<file path="src/rtl/arb_req_queue_pkg.sv">
// rtl/arb_req_queue_pkg.sv - shared constants and helpers for the arbitrated request queue
//
// Purpose: channel count, default geometry, channel index type and the
//          one-hot test used by the grant decoder.
// Ports:   none (package).
package arb_req_queue_pkg;

  localparam int NUM_CH    = 3;
  localparam int DW_DEF    = 8;
  localparam int DEPTH_DEF = 4;
  localparam int CH_W      = 2;

  typedef logic [CH_W-1:0] ch_idx_t;

  // True when exactly one bit of v is set.
  function automatic logic is_onehot(input logic [NUM_CH-1:0] v);
    return (v != '0) && ((v & (v - 1'b1)) == '0);
  endfunction

endpackage

</file>
<file path="src/rtl/arb_req_queue_if.sv">
// rtl/arb_req_queue_if.sv - push, arbiter and output bundle of the arbitrated request queue
//
// Purpose: groups every non-clock/reset signal of arb_req_queue.
// Signals: in_vld/in_rdy/in_data  per-channel push handshake (channel i = bit i / slice i)
//          req_vld/grant           request to and one-hot grant from the arbiter
//          out_vld/out_ch/out_data granted entry, no backpressure
//          grant_err               sticky bad-grant flag
//          level                   per-channel occupancy, LW bits per channel
// Modports: master = producer/arbiter side, slave = queue side.
interface arb_req_queue_if
  import arb_req_queue_pkg::*;
#(
  parameter int DW    = DW_DEF,
  parameter int DEPTH = DEPTH_DEF
) ();

  localparam int LW = $clog2(DEPTH) + 1;

  logic [NUM_CH-1:0]    in_vld;
  logic [NUM_CH-1:0]    in_rdy;
  logic [NUM_CH*DW-1:0] in_data;
  logic [NUM_CH-1:0]    req_vld;
  logic [NUM_CH-1:0]    grant;
  logic                 out_vld;
  logic [CH_W-1:0]      out_ch;
  logic [DW-1:0]        out_data;
  logic                 grant_err;
  logic [NUM_CH*LW-1:0] level;

  modport master (
    output in_vld, in_data, grant,
    input  in_rdy, req_vld, out_vld, out_ch, out_data, grant_err, level
  );

  modport slave (
    input  in_vld, in_data, grant,
    output in_rdy, req_vld, out_vld, out_ch, out_data, grant_err, level
  );

endinterface

</file>
<file path="src/rtl/arb_req_fifo.sv">
// rtl/arb_req_fifo.sv - single-channel synchronous FIFO for the arbitrated request queue
//
// Purpose: DEPTH-entry FIFO (DEPTH a power of two, >= 2) with a show-ahead head.
// Ports:   clk, rst      clock, synchronous active-high reset
//          push/push_data write at tail; ignored when full (no pop bypass)
//          pop            drop head; ignored when empty
//          head           current head entry (valid when !empty)
//          level          occupancy 0..DEPTH
//          full/empty     occupancy flags
module arb_req_fifo #(
  parameter int DW    = 8,
  parameter int DEPTH = 4
) (
  input  logic                       clk,
  input  logic                       rst,
  input  logic                       push,
  input  logic [DW-1:0]              push_data,
  input  logic                       pop,
  output logic [DW-1:0]              head,
  output logic [$clog2(DEPTH):0]     level,
  output logic                       full,
  output logic                       empty
);

  localparam int AW = $clog2(DEPTH);
  localparam int LW = AW + 1;

  logic [DW-1:0] mem [DEPTH];
  logic [AW-1:0] wr_ptr;
  logic [AW-1:0] rd_ptr;
  logic [LW-1:0] cnt;
  logic          do_push;
  logic          do_pop;

  assign full    = (cnt == LW'(DEPTH));
  assign empty   = (cnt == '0);
  assign do_push = push && !full;
  assign do_pop  = pop && !empty;
  assign head    = mem[rd_ptr];
  assign level   = cnt;

  // Storage carries no reset; only pointers and count are control state.
  always_ff @(posedge clk) begin
    if (do_push) begin
      mem[wr_ptr] <= push_data;
    end
  end

  // Pointers are AW bits wide, so they wrap modulo DEPTH on their own.
  always_ff @(posedge clk) begin
    if (rst) begin
      wr_ptr <= '0;
      rd_ptr <= '0;
      cnt    <= '0;
    end else begin
      if (do_push) begin
        wr_ptr <= wr_ptr + 1'b1;
      end
      if (do_pop) begin
        rd_ptr <= rd_ptr + 1'b1;
      end
      case ({do_push, do_pop})
        2'b10:   cnt <= cnt + 1'b1;
        2'b01:   cnt <= cnt - 1'b1;
        default: cnt <= cnt;
      endcase
    end
  end

endmodule

</file>
<file path="src/rtl/arb_req_queue.sv">
// rtl/arb_req_queue.sv - three-channel request queue feeding a registered round-robin arbiter
//
// Purpose: one FIFO per channel; raises per-channel requests, pops the
//          granted head and registers it onto the output.
// Ports:   clk  clock, rising edge
//          rst  synchronous active-high reset
//          bus  arb_req_queue_if.slave (push handshake, req/grant, output,
//               grant_err, level)
module arb_req_queue
  import arb_req_queue_pkg::*;
#(
  parameter int DW    = DW_DEF,
  parameter int DEPTH = DEPTH_DEF
) (
  input  logic           clk,
  input  logic           rst,
  arb_req_queue_if.slave bus
);

  localparam int LW = $clog2(DEPTH) + 1;

  logic [NUM_CH-1:0] full;
  logic [NUM_CH-1:0] empty;
  logic [NUM_CH-1:0] push;
  logic [NUM_CH-1:0] pop;
  logic [DW-1:0]     head [NUM_CH];
  logic [LW-1:0]     lvl  [NUM_CH];

  logic              grant_onehot;
  logic              err_hit;
  ch_idx_t           sel_ch;
  logic [DW-1:0]     sel_data;

  for (genvar i = 0; i < NUM_CH; i++) begin : g_ch
    assign push[i]                 = bus.in_vld[i] && !full[i];
    assign bus.in_rdy[i]           = !full[i];
    assign bus.level[i*LW +: LW]   = lvl[i];
    // Drop the request while the grant for the last entry is in flight:
    // the arbiter only sees this next cycle and would otherwise over-grant.
    assign bus.req_vld[i]          = lvl[i] > {{(LW-1){1'b0}}, bus.grant[i]};

    arb_req_fifo #(
      .DW    (DW),
      .DEPTH (DEPTH)
    ) u_fifo (
      .clk       (clk),
      .rst       (rst),
      .push      (push[i]),
      .push_data (bus.in_data[i*DW +: DW]),
      .pop       (pop[i]),
      .head      (head[i]),
      .level     (lvl[i]),
      .full      (full[i]),
      .empty     (empty[i])
    );
  end

  // Grant decode: only a one-hot grant to a non-empty channel pops.
  // Any grant that is not one-hot, or that targets an empty channel, is an error.
  always_comb begin
    grant_onehot = is_onehot(bus.grant);
    pop          = grant_onehot ? (bus.grant & ~empty) : '0;
    err_hit      = (bus.grant != '0) &&
                   (!grant_onehot || ((bus.grant & empty) != '0));
    sel_ch       = '0;
    sel_data     = head[0];
    for (int i = 0; i < NUM_CH; i++) begin
      if (pop[i]) begin
        sel_ch   = ch_idx_t'(i);
        sel_data = head[i];
      end
    end
  end

  // Output register; out_ch/out_data hold when nothing pops.
  always_ff @(posedge clk) begin
    if (rst) begin
      bus.out_vld   <= 1'b0;
      bus.out_ch    <= '0;
      bus.out_data  <= '0;
      bus.grant_err <= 1'b0;
    end else begin
      bus.out_vld <= |pop;
      if (|pop) begin
        bus.out_ch   <= sel_ch;
        bus.out_data <= sel_data;
      end
      if (err_hit) begin
        bus.grant_err <= 1'b1;
      end
    end
  end

endmodule

</file>
<file path="src/flat_wrapper.sv">
// flat-port wrapper written by rule: the top's interface ports become plain ports
module arb_req_queue_flat import arb_req_queue_pkg::*;
#(
  parameter int DW    = DW_DEF,
  parameter int DEPTH = DEPTH_DEF
)
  (clk, rst, bus_in_vld, bus_in_data, bus_grant, bus_in_rdy, bus_req_vld, bus_out_vld, bus_out_ch, bus_out_data, bus_grant_err, bus_level);
  arb_req_queue_if #(.DW(DW), .DEPTH(DEPTH)) bus_i ();
  input  logic clk;
  input  logic rst;
  input wire logic [$bits(bus_i.in_vld)-1:0] bus_in_vld;
  input wire logic [$bits(bus_i.in_data)-1:0] bus_in_data;
  input wire logic [$bits(bus_i.grant)-1:0] bus_grant;
  output wire logic [$bits(bus_i.in_rdy)-1:0] bus_in_rdy;
  output wire logic [$bits(bus_i.req_vld)-1:0] bus_req_vld;
  output wire logic [$bits(bus_i.out_vld)-1:0] bus_out_vld;
  output wire logic [$bits(bus_i.out_ch)-1:0] bus_out_ch;
  output wire logic [$bits(bus_i.out_data)-1:0] bus_out_data;
  output wire logic [$bits(bus_i.grant_err)-1:0] bus_grant_err;
  output wire logic [$bits(bus_i.level)-1:0] bus_level;
  assign bus_i.in_vld = bus_in_vld;
  assign bus_i.in_data = bus_in_data;
  assign bus_i.grant = bus_grant;
  assign bus_in_rdy = bus_i.in_rdy;
  assign bus_req_vld = bus_i.req_vld;
  assign bus_out_vld = bus_i.out_vld;
  assign bus_out_ch = bus_i.out_ch;
  assign bus_out_data = bus_i.out_data;
  assign bus_grant_err = bus_i.grant_err;
  assign bus_level = bus_i.level;
  arb_req_queue #(.DW(DW), .DEPTH(DEPTH)) u_core (.clk(clk), .rst(rst), .bus(bus_i));
endmodule
</file>
<file path="config.mk">
export PLATFORM = sky130hd
export DESIGN_NAME = arb_req_queue_flat
export DESIGN_NICKNAME = d
export VERILOG_FILES = /design/src/rtl/arb_req_queue_pkg.sv /design/src/rtl/arb_req_queue_if.sv /design/src/rtl/arb_req_fifo.sv /design/src/rtl/arb_req_queue.sv /design/src/flat_wrapper.sv
export SDC_FILE = /design/constraint.sdc
export NUM_CORES = 1
export LEC_CHECK = 0
export CAP_MARGIN = 20
export CORE_MARGIN = 3
export CORE_UTILIZATION = 50
export CTS_CLUSTER_DIAMETER = 30
export DETAILED_ROUTE_END_ITERATION = 10
export PLACE_DENSITY = 0.74
export SETUP_SLACK_MARGIN = 0.1
export SLEW_MARGIN = 25
export SYNTH_ARGS = -nofsm -noshare
export SYNTH_HDL_FRONTEND = slang
export SYNTH_HIERARCHICAL = 1
export SYNTH_SLANG_ARGS = --single-unit
</file>
<file path="constraint.sdc">
create_clock -name clk -period 2.8 [get_ports clk]
set_input_delay 0.28 -clock clk [delete_from_list [all_inputs] [get_ports clk]]
set_output_delay 0.28 -clock clk [all_outputs]
set_load 0.005 [all_outputs]
</file>
==> run metrics <==
Setup WS post-layout=0.290 ns; Die Wd=between 100 and 150 um; Reg clk slew, reported paths=0.06 ns; #FFs+latches synth=135; synth top area cells=edfxtp_1, dfxtp_1, mux4_2, ha_1, a21oi_1; Via density=5.30; clk_lat worst skew=0.41 ns; setup TNS=0 ns; sequential share of the synthesized area=63.6%; Reg2Reg Setup Slack=0.33 ns; crit path max fanout=3; top cells by count, synth=edfxtp_1, dfxtp_1, nor2_1; Seq pwr share=46.6%; Sink Count=135; RSZ-0062 raised after global routing=false; worst slack, placed=-0.0678 ns; HPWL Detailed=7.55 mm; row cnt=38; hold wc startpoint=u_core/g_ch[1].u_fifo/rd_ptr[1]$_SDFFE_PP0P_; Hold WC Path Type=flip-flop to flip-flop; vias in the first global route=3392; cts repair resizes=0; type of element launching the critical path=input pin; fin. max-slew vios=0; Worst EP required=approximately 3.1 ns; fin util=roughly 64%; kind of critical path=input pin to flip-flop; Layout Cell Area excl Fill=7100 um^2; share of the synthesized area in the top cell type=50.1%; status=completed; Initial Utilization=52.2%; I/O pin total=59; Hold Path Cell Cnt=2; area of the mapped netlist=5760 um^2; DR pass1 iterations=4; Net Switching=1.14 mW; Max H-tree Level=4; Setup Fix Bufs, Post-CTS=0; Final Wtd Congestion=between 0.7 and 0.8; Mapped Nets=443; worst r2r src=u_core/g_ch[1].u_fifo/level[2]$_SDFFE_PP0P_; clk root buf=clkbuf_16; pin slew with the least headroom to its limit=0.546 ns; largest net degree at the start of global routing=40; Final ANT Viol Nets=0; via count=between 3000 and 4000; All-Layer GR Usage=18.3%; DRT iter0 DRCs=124; placed cell areas=6520 um^2; GRT overflow=0; skew final=between 0.008 and 0.009 ns; placed insts=586; Arr. time, crit path=2.84 ns; Pleak=2.47 nW; clock share of power=43.0%; Core ar.=11000 um^2; period utilization=89.6%; IO buf count=58; area leader, netlist=edfxtp_1; family with the most delay on the worst path=simple AND/OR/NAND/NOR gates; Setup violations, final=0; critical path, cell by cell=clkdlybuf4s50_1 > or4b_4 > inv_6 > o31ai_2 > inv_1 > ha_1 > inv_1 > fa_1 > xor2_1 > or3_1 > a21oi_1; Hold Buf Count CTS=0; most used cell, CP=inv_1; drt wl/cell=17.2 um; CTS buffer count=17; Synth Instances=390; Post-Layout Cell Count=618; slowest CP cell=or4b_4; DR DRC count=0; number of enable flip-flop cells after synthesis=96; Avg Cell Area, Syn=14.8 um^2; global-route wire length before repair=17.5 mm; CTS tree=yes; crit end category=flip-flop; Synth Flop Type=edfxtp_1; pwr/cell area=699 nW/um^2; # fillers=822; fin nets=518; Synth async-reset ratio=0%; number of distinct library cells after synthesis=37; FF-to-FF End=u_core/g_ch[1].u_fifo/level[2]$_SDFFE_PP0P_; max_cap viols=0; Hold Slack=0.485 ns; Slew headroom=about 64%; fin crit period=2.51 ns; Synth warnings=6; Die H=roughly 110 um; Die ar.=12800 um^2; Max Buffers Root-to-Sink=2; count leader, synth=edfxtp_1; WL final=roughly 11 mm; Max stage delay on crit path=~0.6 ns; f_max=398 MHz; Fin. Hold Viols=0; R2R cell count=11; number of antenna violations at the first check in global routing=0; share of cells above drive strength 1=20.3%; # diodes=0; Synth-to-Final Area Change=23.2%; total power=~5.0 mW; total internal power=3.82 mW; switch share=22.9%; critical path buffer and inverter count=4; Gate power share=10.5%; VDD IR max=about 0.37 mV
[layout make-up]
cell class                 instances  area [um^2]  area share [%]
sequential                       135         3670            51.7
multi-input combinational        207         1860            26.2
timing repair buffer              73          693            9.77
clock buffer                      17          425            6.00
tap                              140          175            2.47
clock inverter                    15          155            2.19
inverter                          31          121            1.71
[layout by cell type, fill, tap and decap left out, types with 5 or more instances in the layout]
master            n
nand2b_1          6
buf_4            15
clkdlybuf4s50_1  58
nand2_1          11
a21oi_1          28
mux4_2           24
o2bb2ai_1         8
clkinvlp_4        5
edfxtp_1         96
nor2_1           34
ha_1             18
a211oi_2          6
and2_1           12
inv_1            30
or3_1             9
o21ai_0          12
dfxtp_1          37
clkbuf_16        17
xor2_1            9
[layer usage]
layer / vias up / wire length, um / share of wire [%] / track usage (%)
li1: 1585 / - / - / -
met1: 1595 / 4430 / 42 / 23.0
met2: 83 / 5460 / 52 / 29.9
met3: 11 / 562 / 5.3 / 5.83
met4: 0 / 144 / 1.4 / 6.73
met5: - / 0 / 0 / 0
[sequential cells by signal, indices dropped and copies added, names as in the netlist, named ones only]
register                   count
u_core/g_ch.u_fifo/wr_ptr      6
u_core/g_ch.u_fifo/level       9
u_core/bus.out_ch              2
u_core/bus.grant_err           1
u_core/bus.out_data            8
u_core/bus.out_vld             1
u_core/g_ch.u_fifo/rd_ptr      6
u_core/g_ch.u_fifo/mem        96
[worst min-delay path, delay by kind of cell, from the launching register on]
| family | cells | cell delay, ns |
|---|---|---|
| AO/OA/AOI/OAI | 2 | 0.13 |
| flip-flops | 1 | 0.30 |
[power groups by stage]
stage / logic (mW) / clock network (mW) / registers, mW
global route: 0.578 / 2.27 / 2.32
floorplan: 0.290 / 0 / 2.34
finish: 0.519 / 2.13 / 2.31
CTS: 0.526 / 2.17 / 2.31
global placement: 0.506 / 0 / 2.35
detailed placement: 0.520 / 0 / 2.35
[worst max path at each step]
stage | cells after the start | slack, ns | end | startpoint
6_report | 11 | 0.29 | u_core/g_ch[1].u_fifo/level[2]$_SDFFE_PP0P_ | bus_grant[2]
5_1_grt | 10 | 0.10 | u_core/g_ch[2].u_fifo/level[2]$_SDFFE_PP0P_ | u_core/g_ch[2].u_fifo/level[0]$_SDFFE_PP0P_
4_1_cts | 10 | 0.30 | u_core/g_ch[0].u_fifo/level[2]$_SDFFE_PP0P_ | u_core/g_ch[0].u_fifo/level[0]$_SDFFE_PP0P_
3_5_place_dp | 11 | -0.07 | u_core/g_ch[0].u_fifo/level[2]$_SDFFE_PP0P_ | bus_grant[2]
3_3_place_gp | 11 | 0.03 | u_core/g_ch[1].u_fifo/level[2]$_SDFFE_PP0P_ | bus_grant[2]
2_1_floorplan | 13 | 0.16 | u_core/g_ch[1].u_fifo/level[2]$_SDFFE_PP0P_ | u_core/g_ch[1].u_fifo/level[2]$_SDFFE_PP0P_
[kinds of logic (layout without fill, tap and decap cells)]
group | count (synthesis) | count (layout) | synth area share, %
compound gates | 62 | 62 | 7.36
simple gates | 88 | 88 | 8.69
buf+inv | 48 | 136 | 4.11
flops | 135 | 135 | 63.6
fa+ha+maj | 21 | 21 | 4.95
xor+xnor | 9 | 9 | 1.37
mux | 27 | 27 | 9.91
(Power assumes the default switching activity.)
==> RTL edit 1: new RTL, config.mk and constraints unchanged <==
Set the package constant `DW_DEF` to 9 (it was 8).
--- a/src/rtl/arb_req_queue_pkg.sv
+++ b/src/rtl/arb_req_queue_pkg.sv
@@ -6,7 +6,7 @@
 package arb_req_queue_pkg;
 
   localparam int NUM_CH    = 3;
-  localparam int DW_DEF    = 8;
+  localparam int DW_DEF    = 9;
   localparam int DEPTH_DEF = 4;
   localparam int CH_W      = 2;
 
Ports: changed (resized bus_in_data and bus_out_data); port bits go from 59 to 63. The function was not compared with the original's and may differ.
==> RTL edit 1 against the unedited design <==
  * Routed wire length is 8.9% higher
  * Sequential cell count is 13 higher
  * Worst setup slack better by 0.050 ns
  * Final area rose by 7.8%
  * Power rose by 7.0%
  * Sequential share of layout area increased by 1.2 points
  * Synthesized area rose by 7.5%
  * Clock skew is 0.0028 ns higher
  * Sequential power grew 9.5%
  * Non-clock buffer count rose by 6
  * Via count rose by 8.8%
  * Critical endpoint is now u_core/g_ch[2].u_fifo/level[2]
==> RTL edit 1: results (changes against the unedited design) <==
status complete, no violations (unchanged); DR iter-0 viols 356 (was 124); Routed WL 11500 um (was 10600 um); Net Count, Synth 468 (was 443); sequential cell area fraction in the yosys report 65.3% (was 63.6%); Buffers on Ports 62 (was 58); synthesis-to-finish area growth 23.6% (was 23.2%); commonest cells in the netlist edfxtp_1 (108), dfxtp_1 (40), nor2_1 (35) (was edfxtp_1 (96), dfxtp_1 (39), nor2_1 (34)); CP Data Arrival Time 2.80 ns (was 2.84 ns); total track usage 18.5% (was 18.3%); max reg flops 108 (was 96); synth unique cells 32 (was 37); layout filler cell count 870 (was 822); placed cell count 642 (was 586); Leakage Power 2.65 nW (was 2.47 nW); worst r2r src u_core/g_ch[2].u_fifo/level[2] (was u_core/g_ch[1].u_fifo/level[2]); critical path peak fanout 7 (was 3); Hold Crit Class in -> reg (was reg -> reg); Slew headroom 56.4% (was 63.5%); first-pass GRT wire length 18500 um (was 17500 um); GPL Wtd Cong 0.750 (was 0.751); hold_sp bus_in_data[15] (was u_core/g_ch[1].u_fifo/rd_ptr[1]); Worst Clk Skew 0.0115 ns (was 0.00868 ns); maximum number of pins on one net before global-route repair 41 (was 40); Syn Inst Count 412 (was 390); fin nets 549 (was 518); share of cells above drive strength 1 18.6% (was 20.3%)
## RTL edit 1: changes by cell type in the layout (fill, tap and decap cells not counted), sizes merged, moves of 2 or more
cell / unedited run / this run
edfxtp: 96 / 108
clkdlybuf4s50: 58 / 62
mux4: 24 / 27
a21oi: 31 / 33
buf: 15 / 17
clkinvlp: 5 / 3
## RTL edit 1: how the worst max path moves through the flow
stage                     slack, ns                        endpoint  cells past startpoint                           start
after floorplan                0.11  u_core/g_ch[2].u_fifo/level[2]                     11  u_core/g_ch[2].u_fifo/level[0]
after global placement         0.01  u_core/g_ch[1].u_fifo/level[2]                     11                    bus_grant[2]
after detailed placement      -0.05  u_core/g_ch[1].u_fifo/level[2]                     11                    bus_grant[2]
after CTS                      0.32  u_core/g_ch[0].u_fifo/level[2]                     10  u_core/g_ch[0].u_fifo/level[2]
after global routing           0.13  u_core/g_ch[0].u_fifo/level[2]                     10  u_core/g_ch[0].u_fifo/level[2]
final                          0.34  u_core/g_ch[2].u_fifo/level[2]                     11  u_core/g_ch[2].u_fifo/level[2]
## RTL edit 1: logic make-up (layout without fill, tap and decap cells)
kind of cell / count (synthesis) / after routing / share of synthesized area, %
buf+inv: 48 / 141 / 3.34
xor+xnor: 9 / 9 / 1.27
mux: 30 / 30 / 10.3
flops: 148 / 148 / 65.3
fa+ha+maj: 21 / 21 / 4.61
compound gates: 66 / 66 / 7.10
simple gates: 90 / 90 / 8.03
## RTL edit 1: metal layers
metal	GRT usage (%)	share of wire, %
met5	0	0
met4	6.57	1.4
met3	6.38	6.7
met2	29.4	51
met1	23.9	41
## RTL edit 1: per-stage QoR
step | hold WS, ns | cell area, um2 | power (mW)
finish | 0.482 | 7650 | 5.31
global placement | 0.467 | 7060 | 3.10
CTS | 0.472 | 7650 | 5.36
global route | 0.480 | 7650 | 5.52
detailed placement | 0.479 | 7060 | 3.13
floorplan | 0.353 | 6190 | 2.86
## RTL edit 1: critical path: stages, from the launching register on
cell	delay (ns)
dfxtp_1	0.46
nor3b_2	0.33
nor2b_1	0.08
inv_1	0.10
nor2_1	0.11
inv_1	0.09
ha_1	0.17
inv_1	0.05
fa_1	0.37
xor2_1	0.16
or3_1	0.31
a21oi_1	0.16
## RTL edit 1: layout make-up
cell class                      count  area share (%)
Sequential cell                   148            52.9
Multi-Input combinational cell    216            25.3
Clock buffer                       17            5.56
Inverter                           31            1.54
Clock inverter                     14            2.11
Tap cell                          168            2.75
Timing Repair Buffer               79            9.78
## RTL edit 1: power groups by stage
stage          clock network, mW  registers (mW)  logic [mW]
3_5_place_dp                   0            2.58       0.551
5_1_grt                     2.37            2.54       0.613
6_report                    2.23            2.53       0.549
2_1_floorplan                  0            2.57       0.295
3_3_place_gp                   0            2.57       0.535
4_1_cts                     2.27            2.53       0.557
==> RTL edit 2: new RTL, same settings <==
Made on the original files. Make the reset (`rst`) asynchronous in 2 clocked blocks. Comments in the files are not updated.
--- a/src/rtl/arb_req_fifo.sv
+++ b/src/rtl/arb_req_fifo.sv
@@ -47,7 +47,7 @@
   end
 
   // Pointers are AW bits wide, so they wrap modulo DEPTH on their own.
-  always_ff @(posedge clk) begin
+  always_ff @(posedge clk or posedge rst) begin
     if (rst) begin
       wr_ptr <= '0;
       rd_ptr <= '0;
--- a/src/rtl/arb_req_queue.sv
+++ b/src/rtl/arb_req_queue.sv
@@ -73,7 +73,7 @@
   end
 
   // Output register; out_ch/out_data hold when nothing pops.
-  always_ff @(posedge clk) begin
+  always_ff @(posedge clk or posedge rst) begin
     if (rst) begin
       bus.out_vld   <= 1'b0;
       bus.out_ch    <= '0;
Check against the original RTL: differs if rst is asserted again (counterexample within 4 cycles, from zero or initial values and one cycle with rst high); with rst held inactive, the same outputs for 4 cycles.
==> RTL edit 2 against the unedited design <==
  * Synthesized area is 3.5% lower
  * Sequential cell count is 6 lower
  * Register-to-register slack worse by 0.07 ns
  * Utilization is 1.3 points higher
  * Worst setup slack worse by 0.026 ns
  * Count of clock-buffer cells in the layout is 7 higher
  * Routed wire length is 2.8% lower
  * Final area is 2.4% lower
  * Clock skew is 0.0011 ns lower
  * Fmax is 1.0% lower
  * Global-route usage is 0.30 points lower
  * Largest cell class unchanged
Power is not compared: it rests on default switching activity, and its combinational part moved more than twofold at a synthesized area within 25%.
==> RTL edit 2: results (changes against the unedited design) <==
share of cells above drive strength 1 22.8% (was 20.3%); Reg2Reg Depth 10 (was 11); critical path peak fanout 6 (was 3); worst skew pair latency 0.52 ns (was 0.41 ns); layout filler cell count 749 (was 822); GRT met2 Usage 27.0% (was 29.9%); WL/cell 18.8 um (was 17.2 um); status complete, no violations (unchanged); Crit Path Category reg -> reg (was in -> reg); Syn Inst Count 320 (was 390); met3 global-route usage 5.92% (was 5.83%); commonest cells in the netlist edfxtp_1 (96), dfrtp_1 (33), inv_1 (30) (was edfxtp_1 (96), dfxtp_1 (39), nor2_1 (34)); GPL Wtd Cong 0.791 (was 0.751); Via density 5.44 (was 5.30); maximum number of pins on one net before global-route repair 18 (was 40); synth unique cells 35 (was 37); DR iter-0 viols 196 (was 124); CP Data Arrival Time 2.98 ns (was 2.84 ns); vias in the first global route 3120 (was 3392); Routed WL 10300 um (was 10600 um); worst r2r src u_core/g_ch[2].u_fifo/level[2] (was u_core/g_ch[1].u_fifo/level[2]); Cell Area, Placed 6320 um2 (was 6520 um2); dpl ws 0.00534 ns (was -0.0678 ns); Post-DP HPWL 7230 um (was 7550 um); ranking of synthesized cells by area edfxtp_1 (52%), dfrtp_1 (15%), mux4_2 (9.7%) (was edfxtp_1 (50%), dfxtp_1 (14%), mux4_2 (9.4%)); fin nets 452 (was 518); met1 Track Usage GR 24.8% (was 23.0%); Hold Crit Class in -> async (was reg -> reg); metal3 WL 601 um (was 562 um); total track usage 18.0% (was 18.3%)
-- RTL edit 2: cell count changes in the layout (fill, tap and decap cells not counted), sizes merged, moves of 9 or more --
cell	delta
a21oi	-31
dfrtp	+33
dfxtp	-39
nor2	-28
or3	-10
xnor2	+9
-- RTL edit 2: logic make-up after synthesis --
group | count (synthesis) | synth area share [%]
compound gates | 25 | 3.20
xor+xnor | 18 | 2.84
fa+ha+maj | 21 | 5.13
buf+inv | 43 | 3.96
flops | 129 | 66.7
mux | 30 | 11.1
simple gates | 54 | 7.05
-- RTL edit 2: final timing paths --
kind	end	slack [ns]
min in group clk	u_core/g_ch[1].u_fifo/mem[0][2]	0.40
worst min register to register	u_core/bus.grant_err	0.49
worst max register to register	u_core/g_ch[2].u_fifo/level[2]	0.26
worst min-delay path	u_core/g_ch[2].u_fifo/level[1]	0.13
worst max-delay path	u_core/g_ch[2].u_fifo/level[2]	0.26
max in group asynchronous	u_core/bus.out_data[0]	2.28
-- RTL edit 2: final cells by class --
cell class	instances	area (um2)	area share, %
sequential	129	3710	53.5
multi-input combinational	148	1630	23.5
timing repair buffer	71	678	9.79
clock buffer	24	480	6.94
tap	136	170	2.46
inverter	32	138	1.99
clock inverter	8	125	1.81
-- RTL edit 2: worst max-delay path, stage by stage, from the launching register on --
cell     delay, ns
dfrtp_1       0.45
nor3_1        0.09
or4b_1        0.65
inv_12        0.09
o31a_2        0.16
ha_1          0.18
inv_1         0.06
fa_1          0.37
xor2_1        0.15
nor2_1        0.11
xor2_1        0.15
-- RTL edit 2: where the power goes --
group	switching, mW	internal, mW	leakage, nW
Clock	0.751	1.45	0.296
Combinational	0.968	1.23	1.05
Sequential	0.443	2.61	1.26
